## src/rtl/branch_ctrl.sv

```systemverilog
// Branch resolution sequencer for the ID stage of the pipelined MIPS core.
// Stalls ID until the forwarded operands arrive, latches them together with the
// branch type and target, then resolves the branch in a single RESOLVE cycle
// that emits a one-cycle redirect. Also keeps saturating statistics counters
// and a sticky flag for branches whose operands took too long to arrive.
module branch_ctrl #(
  parameter int CNT_W    = 16,
  parameter int MAX_WAIT = 7
) (
  input  logic             clk,
  input  logic             reset,
  input  logic             flush,
  input  logic             br_valid,
  input  logic [2:0]       br_type,
  input  logic             rs_ready,
  input  logic             rt_ready,
  input  logic [31:0]      rs_data,
  input  logic [31:0]      rt_data,
  input  logic [31:0]      pc_id,
  input  logic [15:0]      imm16,
  output logic             stall_id,
  output logic             br_done,
  output logic             br_taken,
  output logic [31:0]      br_target,
  output logic [CNT_W-1:0] taken_cnt,
  output logic [CNT_W-1:0] ntaken_cnt,
  output logic [CNT_W-1:0] stall_cnt,
  output logic             wait_err
);

  typedef enum logic [1:0] {
    IDLE    = 2'd0,
    WAIT    = 2'd1,
    RESOLVE = 2'd2
  } state_t;

  localparam int WC_W = $clog2(MAX_WAIT + 1) + 1;
  localparam logic [WC_W-1:0]  WAIT_MAX  = WC_W'(MAX_WAIT);
  localparam logic [WC_W-1:0]  WAIT_LAST = WC_W'(MAX_WAIT - 1);
  localparam logic [CNT_W-1:0] CNT_MAX   = {CNT_W{1'b1}};

  localparam logic [2:0] T_BEQ  = 3'd0;
  localparam logic [2:0] T_BNE  = 3'd1;
  localparam logic [2:0] T_BLEZ = 3'd2;
  localparam logic [2:0] T_BGTZ = 3'd3;
  localparam logic [2:0] T_BLTZ = 3'd4;
  localparam logic [2:0] T_BGEZ = 3'd5;

  state_t            state_q, state_d;
  logic [WC_W-1:0]   wait_cnt_q, wait_cnt_d;
  logic              wait_err_q, wait_err_d;
  logic [31:0]       rs_q, rt_q, target_q;
  logic [2:0]        type_q;
  logic [CNT_W-1:0]  taken_cnt_q, ntaken_cnt_q, stall_cnt_q;
  logic              latch_en;
  logic              need_rt;
  logic              ops_ok;
  logic              cond;
  logic [31:0]       target_calc;

  // Operand availability and the branch target for the instruction now in ID
  always_comb begin
    need_rt     = (br_type <= T_BNE);
    ops_ok      = rs_ready & (rt_ready | ~need_rt);
    target_calc = pc_id + 32'd4 + {{14{imm16[15]}}, imm16, 2'b00};
  end

  // State and wait-timer register; reset returns to IDLE with nothing pending
  always_ff @(posedge clk) begin
    if (reset) begin
      state_q    <= IDLE;
      wait_cnt_q <= '0;
      wait_err_q <= 1'b0;
    end else begin
      state_q    <= state_d;
      wait_cnt_q <= wait_cnt_d;
      wait_err_q <= wait_err_d;
    end
  end

  // Next-state logic; a flush overrides every transition and freezes the timer
  always_comb begin
    state_d    = state_q;
    wait_cnt_d = wait_cnt_q;
    wait_err_d = wait_err_q;
    latch_en   = 1'b0;
    case (state_q)
      IDLE: begin
        if (br_valid) begin
          if (ops_ok) begin
            state_d  = RESOLVE;
            latch_en = 1'b1;
          end else begin
            state_d    = WAIT;
            wait_cnt_d = '0;
          end
        end
      end
      WAIT: begin
        if (ops_ok) begin
          state_d  = RESOLVE;
          latch_en = 1'b1;
        end else begin
          if (wait_cnt_q < WAIT_MAX) wait_cnt_d = wait_cnt_q + 1'b1;
          if (wait_cnt_q >= WAIT_LAST) wait_err_d = 1'b1;
        end
      end
      RESOLVE: state_d = IDLE;
      default: state_d = IDLE;
    endcase
    if (flush) begin
      state_d    = IDLE;
      wait_cnt_d = wait_cnt_q;
      wait_err_d = wait_err_q;
      latch_en   = 1'b0;
    end
  end

  // Operand/type/target latches captured when the branch moves to RESOLVE
  always_ff @(posedge clk) begin
    if (reset) begin
      rs_q     <= '0;
      rt_q     <= '0;
      type_q   <= '0;
      target_q <= '0;
    end else if (latch_en) begin
      rs_q     <= rs_data;
      rt_q     <= rt_data;
      type_q   <= br_type;
      target_q <= target_calc;
    end
  end

  // Branch condition evaluated on the latched operands, all compares signed
  always_comb begin
    cond = 1'b0;
    case (type_q)
      T_BEQ:   cond = (rs_q == rt_q);
      T_BNE:   cond = (rs_q != rt_q);
      T_BLEZ:  cond = ($signed(rs_q) <= 0);
      T_BGTZ:  cond = ($signed(rs_q) > 0);
      T_BLTZ:  cond = ($signed(rs_q) < 0);
      T_BGEZ:  cond = ($signed(rs_q) >= 0);
      default: cond = 1'b0;
    endcase
  end

  // Stall and redirect outputs; flush and reset silence them in the same cycle
  always_comb begin
    stall_id = 1'b0;
    br_done  = 1'b0;
    case (state_q)
      IDLE:    stall_id = br_valid;
      WAIT:    stall_id = 1'b1;
      RESOLVE: br_done  = 1'b1;
      default: stall_id = 1'b0;
    endcase
    if (flush || reset) begin
      stall_id = 1'b0;
      br_done  = 1'b0;
    end
    br_taken  = br_done & cond;
    br_target = target_q;
    wait_err  = wait_err_q;
  end

  // Saturating statistics counters
  always_ff @(posedge clk) begin
    if (reset) begin
      taken_cnt_q  <= '0;
      ntaken_cnt_q <= '0;
      stall_cnt_q  <= '0;
    end else begin
      if (stall_id && stall_cnt_q != CNT_MAX) stall_cnt_q <= stall_cnt_q + 1'b1;
      if (br_done) begin
        if (cond) begin
          if (taken_cnt_q != CNT_MAX) taken_cnt_q <= taken_cnt_q + 1'b1;
        end else begin
          if (ntaken_cnt_q != CNT_MAX) ntaken_cnt_q <= ntaken_cnt_q + 1'b1;
        end
      end
    end
  end

  assign taken_cnt  = taken_cnt_q;
  assign ntaken_cnt = ntaken_cnt_q;
  assign stall_cnt  = stall_cnt_q;

endmodule
```

## config.mk

```make
export PLATFORM = sky130hd
export DESIGN_NAME = branch_ctrl
export DESIGN_NICKNAME = d
export VERILOG_FILES = /design/src/rtl/branch_ctrl.sv
export SDC_FILE = /design/constraint.sdc
export NUM_CORES = 1
export LEC_CHECK = 0
export BUFFER_PORTS_ARGS = -buffer_cell sky130_fd_sc_hd__clkbuf_2
export CELL_PAD_IN_SITES_DETAIL_PLACEMENT = 1
export CELL_PAD_IN_SITES_GLOBAL_PLACEMENT = 1
export CORE_MARGIN = 3
export CORE_UTILIZATION = 36
export CTS_CLUSTER_SIZE = 8
export DETAILED_ROUTE_END_ITERATION = 12
export GPL_TIMING_DRIVEN = 0
export PLACE_DENSITY_LB_ADDON = 0.1
export SLEW_MARGIN = 10
export SYNTH_ARGS = -nofsm -noshare
export SYNTH_HDL_FRONTEND = slang
export SYNTH_SLANG_ARGS = --single-unit
```

## constraint.sdc

```tcl
create_clock -name clk -period 2.65 [get_ports clk]
set_input_delay 0.265 -clock clk [delete_from_list [all_inputs] [get_ports clk]]
set_output_delay 0.265 -clock clk [all_outputs]
set_load 0.01 [all_outputs]
```

======== Word level (Yosys, flattened, before mapping) ========
Index checks and enable logic that the tools add are counted.
storage, ports and cells
  register bits ........................... 154
  latch bits .............................. 0
  RAM bits ................................ 0
  memory bits (read-only) ................. 0
  input port bits ......................... 121
  output and inout port bits .............. 84
  word-level logic and storage cells ...... 76
  memories ................................ 0
operators by class
  add/subtract/negate cells ............... 6
  multiply operators ...................... 0
  divide/modulo/power cells ............... 0
  order comparisons ....................... 7
  equal/unequal tests ..................... 17
  shifts and indexed selects .............. 0
  muxes and demuxes ....................... 18
  bitwise gates (word level) .............. 7
  reduce and logical (&&, ||, !) cells .... 11
operators by type and width
  cell                     number
  $add A16 B1 Y16 const B  3
  $ne A16 B16 Y1 const B   3
  $add A32 B3 Y32 const B  1
  $add A32 B32 Y32         1
  $eq A32 B32 Y1           1
  $ge A32 B1 Y1 const B    1
  $gt A32 B1 Y1 const B    1
  $le A32 B1 Y1 const B    1
  $lt A32 B1 Y1 const B    1
  $ne A32 B32 Y1           1
  $mux W4                  4
  $ne A2 B2 Y1 const B     5
  $pmux W4 S2              1
  $eq A3 B2 Y1 const B     2
  $eq A3 B3 Y1 const B     2
  $mux W1                  6
  $mux W2                  3
  $pmux W1 S6              1
  $reduce_and A3 Y1        2
  $reduce_and A6 Y1        1
  $add A4 B1 Y4 const B    1
  $ge A4 B3 Y1 const B     1
  $lt A4 B3 Y1 const B     1
  $not A1 Y1               4
  16 further kinds         18

======== Depth between registers and ports, before layout ========
Gate-level depths: netlist (run 1).
  depth in word-level cells ............... 8
  gate-level depth with buffers ........... 13
  depth with buffers taken out ............ 13

======== Worst setup path before layout (run 1) ========
OpenSTA, ideal clock, no wires.
  kind .................................... input-to-reg
  start ................................... input pc_id[3]
  end ..................................... register target_q[29] (netlist: br_target[29])
  setup time .............................. 95 ps
  arrival ................................. 2613 ps
  data required time ...................... 2555 ps
  path slack .............................. -58 ps
  cell stages on the path ................. 10
  path buffers ............................ 0
  path through ............................ ha_1 -> ha_1 -> fa_1 -> a211oi_1 -> o21ai_1 -> nand4_1 -> a21oi_1 -> o31ai_1 -> o21ai_0 -> o311ai_1
on the way
  cells in the longest elaborated chain, start to end .. 2
ends and longest elaborated chain
  element                 line  text
  start: declaration      19    input logic [31:0] pc_id,
  $add A32 B3 Y32         65    target_calc = pc_id + 32'd4 + {{14{imm16[15]}}, imm16, 2'b00};
  $add A32 B32 Y32        65
  end signal: assignment  130   target_q <= target_calc;
  end: declaration        52    logic [31:0] rs_q, rt_q, target_q;
Every way passes these cells.
A chain may end at the register's enable or synchronous reset.

======== Worst setup path after layout (run 1) ========
  start ................................... register rs_q[1]
  end ..................................... output br_taken
on the way
  cells in the longest elaborated chain, start to end .. 3
  elaborated cells between the ends (all ways) .. 8
  those cells by class .................... order compare: 4; eq/ne: 2; mux: 1; bitwise: 1
ends and longest elaborated chain
  element                                      line  text
  start: declaration                           52
  start signal: assignment                     127   rs_q <= rs_data;
  $ge A32 B1 Y1, or another cell as far along  143   T_BGEZ: cond = ($signed(rs_q) >= 0);
  $pmux W1 S6 (*)                              137   case (type_q)
  $and A1 B1 Y1 (*)                            162   br_taken = br_done & cond;
  end: declaration                             23    output logic br_taken,
Every way passes the cells marked *; elsewhere a longest branch is shown, timed or not.

==> results of run 1 <==
-- synthesized netlist by cell type (18+ instances only) --
cell | number | area [um2]
nand2_1 | 202 | 758
dfxtp_1 | 154 | 3080
a21oi_1 | 130 | 651
ha_1 | 62 | 776
nor2_1 | 52 | 195
xor2_1 | 48 | 420
clkbuf_1 | 44 | 165
o21ai_0 | 32 | 160
nand3_1 | 29 | 145
inv_1 | 22 | 82.6
nand4_1 | 22 | 138
nor4_1 | 20 | 125
nor3_1 | 18 | 90.1
-- state kept, by name (all words and copies together) (netlist names) --
name / flops
taken_cnt: 16
ntaken_cnt: 16
wait_cnt_q: 4
state_q: 2
type_q: 3
rt_q: 32
stall_cnt: 16
wait_err: 1
rs_q: 32
br_target: 32
-- worst paths after layout --
check | cells past startpoint | start | slack [ps] | endpoint
worst max-delay path | 8 | rs_q[1] | -130 | br_taken
worst min-delay path | 3 | rs_data[1] | 50 | rs_q[1]
worst max register to register | 12 | rs_q[1] | -120 | taken_cnt[13]
worst min register to register | 2 | br_target[3] | 460 | br_target[3]
-- critical path: stages, from the launching register on --
cell and delay, ps:
dfxtp_2 340, xor2_1 160, nor4_2 310, nand4_1 220, nor3_2 300, mux2_4 350, o21ai_4 200, clkinv_4 80
clkbuf_2 130
-- through the flow --
| step | TNS, ps | hold WS [ps] |
|---|---|---|
| global route | -3320 | 50.2 |
| CTS | -306 | 40.1 |
| detailed placement | -7820 | 449 |
| floorplan | 0 | 401 |
| global placement | -6890 | 442 |
| finish | -594 | 48.5 |
-- what timing repair did --
action	CTS	global route
endpoints found under the setup margin	33	39
resized for setup	14	86
pin swaps	10	41
cloned	0	2
setup buffers	9	7
-- cell type report --
type	instances	area [um2]	share of cell area (%)
multi-input cells	808	5320	48.5
repair buffers	220	1180	10.8
well taps	313	392	3.57
clock buffers	17	425	3.88
clock inverters	15	175	1.60
diodes	1	2.50	0.0228
flip-flops and latches	154	3090	28.2
inverters	23	91.3	0.832
plain buffers	54	292	2.66
-- logic make-up (layout without fill, tap and decap cells) --
family                   Yosys count  after routing
flip-flops                       154            154
XOR/XNOR                          62             62
other                              0              1
AND/OR/NAND/NOR                  422            422
adder cells (fa/ha/maj)           63             63
multiplexers                       8              8
AO/OA/AOI/OAI                    253            253
buffers and inverters             77            329
-- power groups by stage --
stage / Sequential, W / Clock (W) / Combinational (W)
after floorplan: 0.00249 / 0 / 0.000630
after detailed placement: 0.00249 / 0 / 0.000985
final: 0.00244 / 0.00256 / 0.00104
after global placement: 0.00249 / 0 / 0.000969
after CTS: 0.00243 / 0.00260 / 0.00101
after global routing: 0.00244 / 0.00272 / 0.00117
-- per-layer routing --
layer,GRT usage [%],wire length (um)
met5,0,34
met4,5.73,488
met3,4.83,1290
met2,38.5,14100
met1,28.0,12900
==> impl_metrics.json, run 1 <==
{
  "status": "finished with violations",
  "violations": "negative setup slack",
  "pin_count": 205,
  "p_int_w": 0.00424,
  "synthAdderAreaFrac_pct": 9.46,
  "post-route-util_pct": 48.2,
  "synth_compound_area_share_pct": 18.3,
  "drv_cap": 0,
  "dp.cells": 1555,
  "final_nets": 1462,
  "post-dp-hpwl_mm": 21.9,
  "cts_root_buffer": "clkbuf_16",
  "htreeDepth": 4,
  "synthSimpleGateAreaFrac_pct": 24.0,
  "post_drt_wl_per_cell_um": 17.9,
  "syn-cell-area_mm2": 0.00841,
  "finalMaxSlewViolations": 0,
  "rows": 55,
  "yosysSeqAreaShare_pct": 36.7,
  "critical_path_required_ps": 2380,
  "vias": 8312,
  "die_w_um": 159,
  "syn-instance-count": 1039,
  "cts.sinks": 154,
  "setup_viol": 16,
  "crit_path_start_kind": "register",
  "tightest_slew_ps": 815,
  "antenna_found_initial": 2,
  "swShare_pct": 29.7,
  "cts_max_path_buffers": 2,
  "place_ws_ps": -585,
  "layout_commonest_cell": "clkbuf_2",
  "seqPwrFrac_pct": 40.4,
  "fp.dieH_um": 159,
  "grt_pass1_vias": 8618,
  "cts_made_buffers": 17,
  "crit_arrival_ps": 2520,
  "clock_latency_ps": 440,
  "hp-class": "input port to register",
  "ys_warn_count": 0,
  "port_buffers": 203,
  "design.core.area_mm2": 0.0228,
  "fp.dieArea_mm2": 0.0252,
  "period_needed_ps": 2780,
  "viasPerCell": 5.18,
  "synthXorXnorAreaFrac_pct": 6.46,
  "p_sw_w": 0.00179,
  "synth_top_family_by_area": "simple AND/OR/NAND/NOR gates",
  "synth_mux_area_share_pct": 1.07,
  "cts_tree": "done",
  "grt_pass1_wl_mm": 45.3,
  "leakage_nw": 4.72,
  "synth_edf_count": 0,
  "ant_nets": 0,
  "fin_skew_ps": 16.2,
  "cts_hold_buffers": 0,
  "post-route-period-util_pct": 105,
  "grt_util_all_layers_pct": 22.2,
  "final_cells": 1605,
  "ys.flop_type": "dfxtp_1",
  "start_util_pct": 36.9,
  "postRouteWirelength_mm": 28.7,
  "overflow": 0,
  "clkTransAtPathRegs_ps": 70,
  "async_flop_share_pct": 0,
  "ys_ff_latch": 154,
  "crit_path_end_kind": "primary output",
  "fin_total_pwr_w": 0.00604,
  "dr.pass1.iters": 4,
  "critPathKind": "register to primary output",
  "ys_types": 70,
  "slew_headroom_pct": 45.7,
  "rsz0062_at_grt": "true",
  "crit_fanout": 3,
  "fillerInstances": 2807,
  "final_layout_size_suffix_gt1_share_pct": 26.7,
  "hold_viol_final": 0,
  "synth_area_per_cell_um2": 8.09,
  "fin_area_mm2": 0.0110,
  "drc_errors": 0,
  "final_cell_mix": "clkbuf_2 (203), nand2_1 (201), dfxtp_1 (146)",
  "power-per-cell-area_mw_per_mm2": 550,
  "setup_ws_ps": -134,
  "power_frac_comb_pct": 17.2,
  "drt_iter0_drc": 304,
  "fmax_mhz": 359,
  "grt_max_degree": 17,
  "syn_to_final_growth_pct": 30.5,
  "place_area_mm2": 0.00982,
  "gp_congestion": 0.814,
  "peakVddDrop_uv": 408,
  "synth_fp_nets": 1223,
  "clkPwrFrac_pct": 42.4
}
(Power assumes the default switching activity.)
==> inputs of run 2 (changes only) <==
- RECOVER_POWER: default -> 50
==> impl_metrics.json, run 2 (synthesized netlist as in run 1, its figures left out) <==
{
  "swShare_pct": 29.7,
  "antenna_found_initial": 2,
  "top_layer_used": "met5",
  "leakage_nw": 4.42,
  "postRouteWirelength_mm": 28.8,
  "hold-path-cell-count": 3,
  "rsz0062_at_grt": "true",
  "fmax_mhz": 357,
  "grt_max_degree": 17,
  "grt_util_all_layers_pct": 22.2,
  "multi_input_area_mm2": 0.00531,
  "fin_skew_ps": 16.1,
  "reg2reg_depth": 12,
  "start_util_pct": 36.9,
  "drt_iter0_drc": 298,
  "crit_path_end_kind": "primary output",
  "cts_max_path_buffers": 2,
  "hold_viol_final": 0,
  "peakVddDrop_uv": 407,
  "hp-class": "input port to register",
  "regArea_mm2": 0.00309,
  "rows": 55,
  "viasPerCell": 5.19,
  "final_nets": 1462,
  "drv_cap": 0,
  "crit_arrival_ps": 2530,
  "post-route-period-util_pct": 106,
  "cts_tree": "done",
  "wl_met3_mm": 1.14,
  "overflow": 0,
  "fin_area_mm2": 0.0108,
  "cts.sinks": 154,
  "crit_path_start_kind": "register",
  "post-dp-hpwl_mm": 21.9,
  "ant_nets": 0,
  "min-delay-start": "rs_data[1]",
  "wl_met1_mm": 13.1,
  "tightest_slew_ps": 803,
  "p_int_w": 0.00423,
  "pin_count": 205,
  "cts_root_buffer": "clkbuf_16",
  "fillerInstances": 2839,
  "timing.rr.end": "taken_cnt[13]",
  "setup-tns-final_ps": -867,
  "power_frac_comb_pct": 17.0,
  "finalMaxSlewViolations": 0,
  "critical_path_required_ps": 2380,
  "violations": "negative setup slack",
  "seqPwrFrac_pct": 40.5,
  "grt_pass1_vias": 8618,
  "critPathKind": "register to primary output",
  "cts_made_buffers": 17,
  "clkTransAtPathRegs_ps": 70,
  "layout_commonest_cell": "nand2_1",
  "crit_fanout": 3,
  "period_needed_ps": 2800,
  "final_layout_size_suffix_gt1_share_pct": 20.2,
  "post-route-util_pct": 47.6,
  "antenna_cells": 0,
  "clkPwrFrac_pct": 42.5,
  "drc_errors": 0,
  "setup_ws_ps": -149,
  "status": "finished with violations",
  "gp_congestion": 0.814,
  "route.met2.wl_mm": 14.1,
  "fp.dieH_um": 159,
  "vias": 8329,
  "worst_r2r_startpoint": "rs_q[1]",
  "slew_headroom_pct": 46.5,
  "place_ws_ps": -585,
  "clock_latency_ps": 430,
  "cts_hold_buffers": 0,
  "p_sw_w": 0.00179,
  "power-per-cell-area_mw_per_mm2": 556,
  "port_buffers": 203,
  "hold_end": "rs_q[1]",
  "syn_to_final_growth_pct": 28.8,
  "die_w_um": 159,
  "fp.dieArea_mm2": 0.0252,
  "final_cell_mix": "nand2_1 (201), dfxtp_1 (146), clkbuf_1 (126)",
  "htreeDepth": 4,
  "setup_viol": 18,
  "grt_pass1_wl_mm": 45.3,
  "dr.pass1.iters": 5,
  "place_area_mm2": 0.00982,
  "ff2ff_setup_slack_ps": -130,
  "design.core.area_mm2": 0.0228,
  "post_drt_wl_per_cell_um": 18.0
}
[run 2: cell count changes in the layout (fill, tap and decap cells not counted), sizes merged]
cell	delta
buf	-1
diode	-1
clkbuf	+2
bufbuf	-1
[run 2: critical path, stage by stage, from the launching register on]
cell and delay [ps]:
dfxtp_2 340, xor2_1 160, nor4_2 330, nand4_1 220, nor3_2 300, mux2_4 350, o21ai_4 200, clkinv_4 80
clkbuf_2 130
[run 2: timing repair]
item	4_1_cts	5_1_grt
gates resized for setup	14	86
buffers inserted	9	7
cloned	0	2
setup endpoints to repair	33	39
pin swaps	10	41
[run 2: final cells by class]
| class | instances | share of cell area, % |
|---|---|---|
| clock inverter | 15 | 1.62 |
| timing repair buffer | 220 | 9.98 |
| inverter | 23 | 0.843 |
| buffer | 54 | 2.43 |
| tap | 313 | 3.62 |
| clock buffer | 17 | 3.93 |
| multi-input combinational | 808 | 49.0 |
| sequential | 154 | 28.6 |
[run 2: metrics by stage]
step                cells  power (W)  hold slack, ps
floorplan            1039    0.00312             401
global placement     1555    0.00346             442
detailed placement   1555    0.00347             449
CTS                  1596    0.00605            40.1
global route         1604    0.00632            50.2
finish               1604    0.00602            48.4
[run 2: metal layers]
layer / vias up / global-route usage (%)
met2: 159 / 38.5
li1: 4161 / -
met5: - / 0
met1: 3972 / 28.0
met4: 4 / 5.73
met3: 33 / 4.83
[run 2: power groups by stage]
stage | logic (W) | registers (W) | clock network [W]
after global placement | 0.000969 | 0.00249 | 0
after detailed placement | 0.000985 | 0.00249 | 0
after floorplan | 0.000630 | 0.00249 | 0
after CTS | 0.00101 | 0.00243 | 0.00260
final | 0.00102 | 0.00244 | 0.00256
after global routing | 0.00116 | 0.00244 | 0.00272
[run 2: how the worst max path moves through the flow]
stage / slack (ps) / cells after the start / start / end
final: -150 / 8 / rs_q[1] / br_taken
after global routing: -230 / 8 / rs_q[6] / br_taken
after CTS: -140 / 8 / rs_q[1] / br_taken
after detailed placement: -590 / 11 / pc_id[3] / br_target[29]
after global placement: -550 / 11 / pc_id[3] / br_target[29]
after floorplan: 10 / 10 / pc_id[3] / br_target[29]
==> inputs of run 3 (changes only) <==
- TNS_END_PERCENT: default -> 30
==> impl_metrics.json, run 3 (synthesized netlist as in run 1, its figures left out) <==
{
  "status": "finished with violations",
  "violations": "negative setup slack",
  "final_layout_size_suffix_gt1_share_pct": 19.0,
  "grt_pass1_wl_mm": 45.3,
  "fp.dieH_um": 159,
  "critical_path_required_ps": 2380,
  "viasPerCell": 5.19,
  "clkPwrFrac_pct": 42.7,
  "final_cells": 1599,
  "gp_congestion": 0.814,
  "drt_iter0_drc": 307,
  "worst_r2r_startpoint": "rs_q[1]",
  "post_drt_wl_per_cell_um": 17.8,
  "power_frac_comb_pct": 16.6,
  "crit_path_start_kind": "register",
  "layout_commonest_cell": "nand2_1",
  "crit_path_end_kind": "primary output",
  "power-per-cell-area_mw_per_mm2": 561,
  "port_buffers": 203,
  "rows": 55,
  "syn_to_final_growth_pct": 27.0,
  "peakVddDrop_uv": 405,
  "swShare_pct": 29.6,
  "timing.rr.end": "taken_cnt[13]",
  "period_needed_ps": 2800,
  "hp-class": "input port to register",
  "post-route-period-util_pct": 106,
  "finalMaxSlewViolations": 0,
  "grt_max_degree": 17,
  "critPathCapture": "br_taken",
  "fmax_mhz": 358,
  "dp.cells": 1555,
  "slew_headroom_pct": 44.5,
  "overflow": 0,
  "leakage_nw": 4.37,
  "fin_skew_ps": 14.8,
  "tightest_slew_ps": 833,
  "htreeDepth": 4,
  "ant_nets": 0,
  "vias": 8294,
  "ff2ff_setup_slack_ps": -130,
  "grt_util_all_layers_pct": 22.2,
  "drc_errors": 0,
  "cts_root_buffer": "clkbuf_16",
  "start_util_pct": 36.9,
  "clkTransAtPathRegs_ps": 70,
  "cts_made_buffers": 17,
  "critPathKind": "register to primary output",
  "setup_viol": 8,
  "reg2reg_depth": 11,
  "seqPwrFrac_pct": 40.6,
  "p_int_w": 0.00422,
  "crit_fanout": 3,
  "final_cell_mix": "nand2_1 (201), dfxtp_1 (146), clkbuf_1 (126)",
  "grt_pass1_vias": 8610,
  "die_w_um": 159,
  "final_nets": 1456,
  "hold_viol_final": 0,
  "drv_cap": 0,
  "post-dp-hpwl_mm": 21.9,
  "postRouteWirelength_mm": 28.5,
  "design.core.area_mm2": 0.0228,
  "dr.pass1.iters": 5,
  "pin_count": 205,
  "cts_tree": "done",
  "antenna_found_initial": 2,
  "cts_max_path_buffers": 2,
  "startpoint": "rs_q[1]",
  "setup-tns-final_ps": -557,
  "clock_latency_ps": 430,
  "cts_hold_buffers": 0,
  "rsz0062_at_grt": "true",
  "crit_arrival_ps": 2530,
  "cts.sinks": 154,
  "setup_ws_ps": -147,
  "fp.dieArea_mm2": 0.0252,
  "p_sw_w": 0.00178
}
## run 3: cell types whose count changed in the layout (fill, tap and decap cells not counted), sizes merged
cell,before,now
buf,23,20
clkbuf,268,265
diode,0,1
## run 3: worst min path at each step
| stage | from | to | slack (ps) | depth (start not counted) |
|---|---|---|---|---|
| floorplan | rt_data[0] | rt_q[0] | 400 | 2 |
| global placement | br_target[25] | br_target[25] | 440 | 2 |
| detailed placement | br_target[25] | br_target[25] | 450 | 2 |
| CTS | rs_data[1] | rs_q[1] | 40 | 3 |
| global route | rs_data[13] | rs_q[13] | 50 | 3 |
| finish | rs_data[1] | rs_q[1] | 50 | 3 |
## run 3: repair_timing
action | in CTS | in global routing
gates resized for setup | 14 | 67
endpoints found under the hold margin | 0 | 0
setup buffers | 8 | 3
setup endpoints to repair | 33 | 38
pin swaps | 9 | 25
## run 3: cell type report
| class | count | area (um2) |
|---|---|---|
| clock buffers | 17 | 425 |
| plain buffers | 54 | 256 |
| inverters | 23 | 91.3 |
| diodes | 1 | 2.50 |
| flip-flops and latches | 154 | 3100 |
| clock inverters | 15 | 175 |
| well taps | 313 | 392 |
| repair buffers | 214 | 1020 |
| multi-input cells | 808 | 5230 |
| fillers | 2846 | 12100 |
## run 3: per-layer routing
metal	vias to the layer above	wire, um	global-route usage, %
li1	4158	-	-
met1	3965	13100	28.0
met2	137	13900	38.4
met3	30	1050	4.83
met4	4	429	5.73
met5	-	34	0
## run 3: worst max-delay path: stages, from the launching register on
cell and delay [ps]:
dfxtp_2 340, xor2_1 160, nor4_2 330, nand4_1 220, nor3_2 300, mux2_4 350, o21ai_4 200, clkinv_4 90
buf_6 130
## run 3: power by group through the flow
stage | clock network (W) | registers, W | logic [W]
after global routing | 0.00272 | 0.00244 | 0.00113
after detailed placement | 0 | 0.00249 | 0.000985
final | 0.00256 | 0.00244 | 0.000996
after floorplan | 0 | 0.00249 | 0.000630
after global placement | 0 | 0.00249 | 0.000969
after CTS | 0.00260 | 0.00243 | 0.00101
## run 3: metrics by stage
| step | utilization (%) | worst slack, ps | total power [W] | area [um2] | hold WS (ps) |
|---|---|---|---|---|---|
| after floorplan | - | 12.2 | 0.00312 | 8420 | 401 |
| after global placement | 43.1 | -554 | 0.00346 | 9820 | 442 |
| after detailed placement | 43.1 | -585 | 0.00347 | 9820 | 449 |
| after CTS | 46.3 | -137 | 0.00605 | 10500 | 40.1 |
| after global routing | 46.9 | -232 | 0.00629 | 10700 | 50.2 |
| final | 46.9 | -147 | 0.00599 | 10700 | 49.7 |
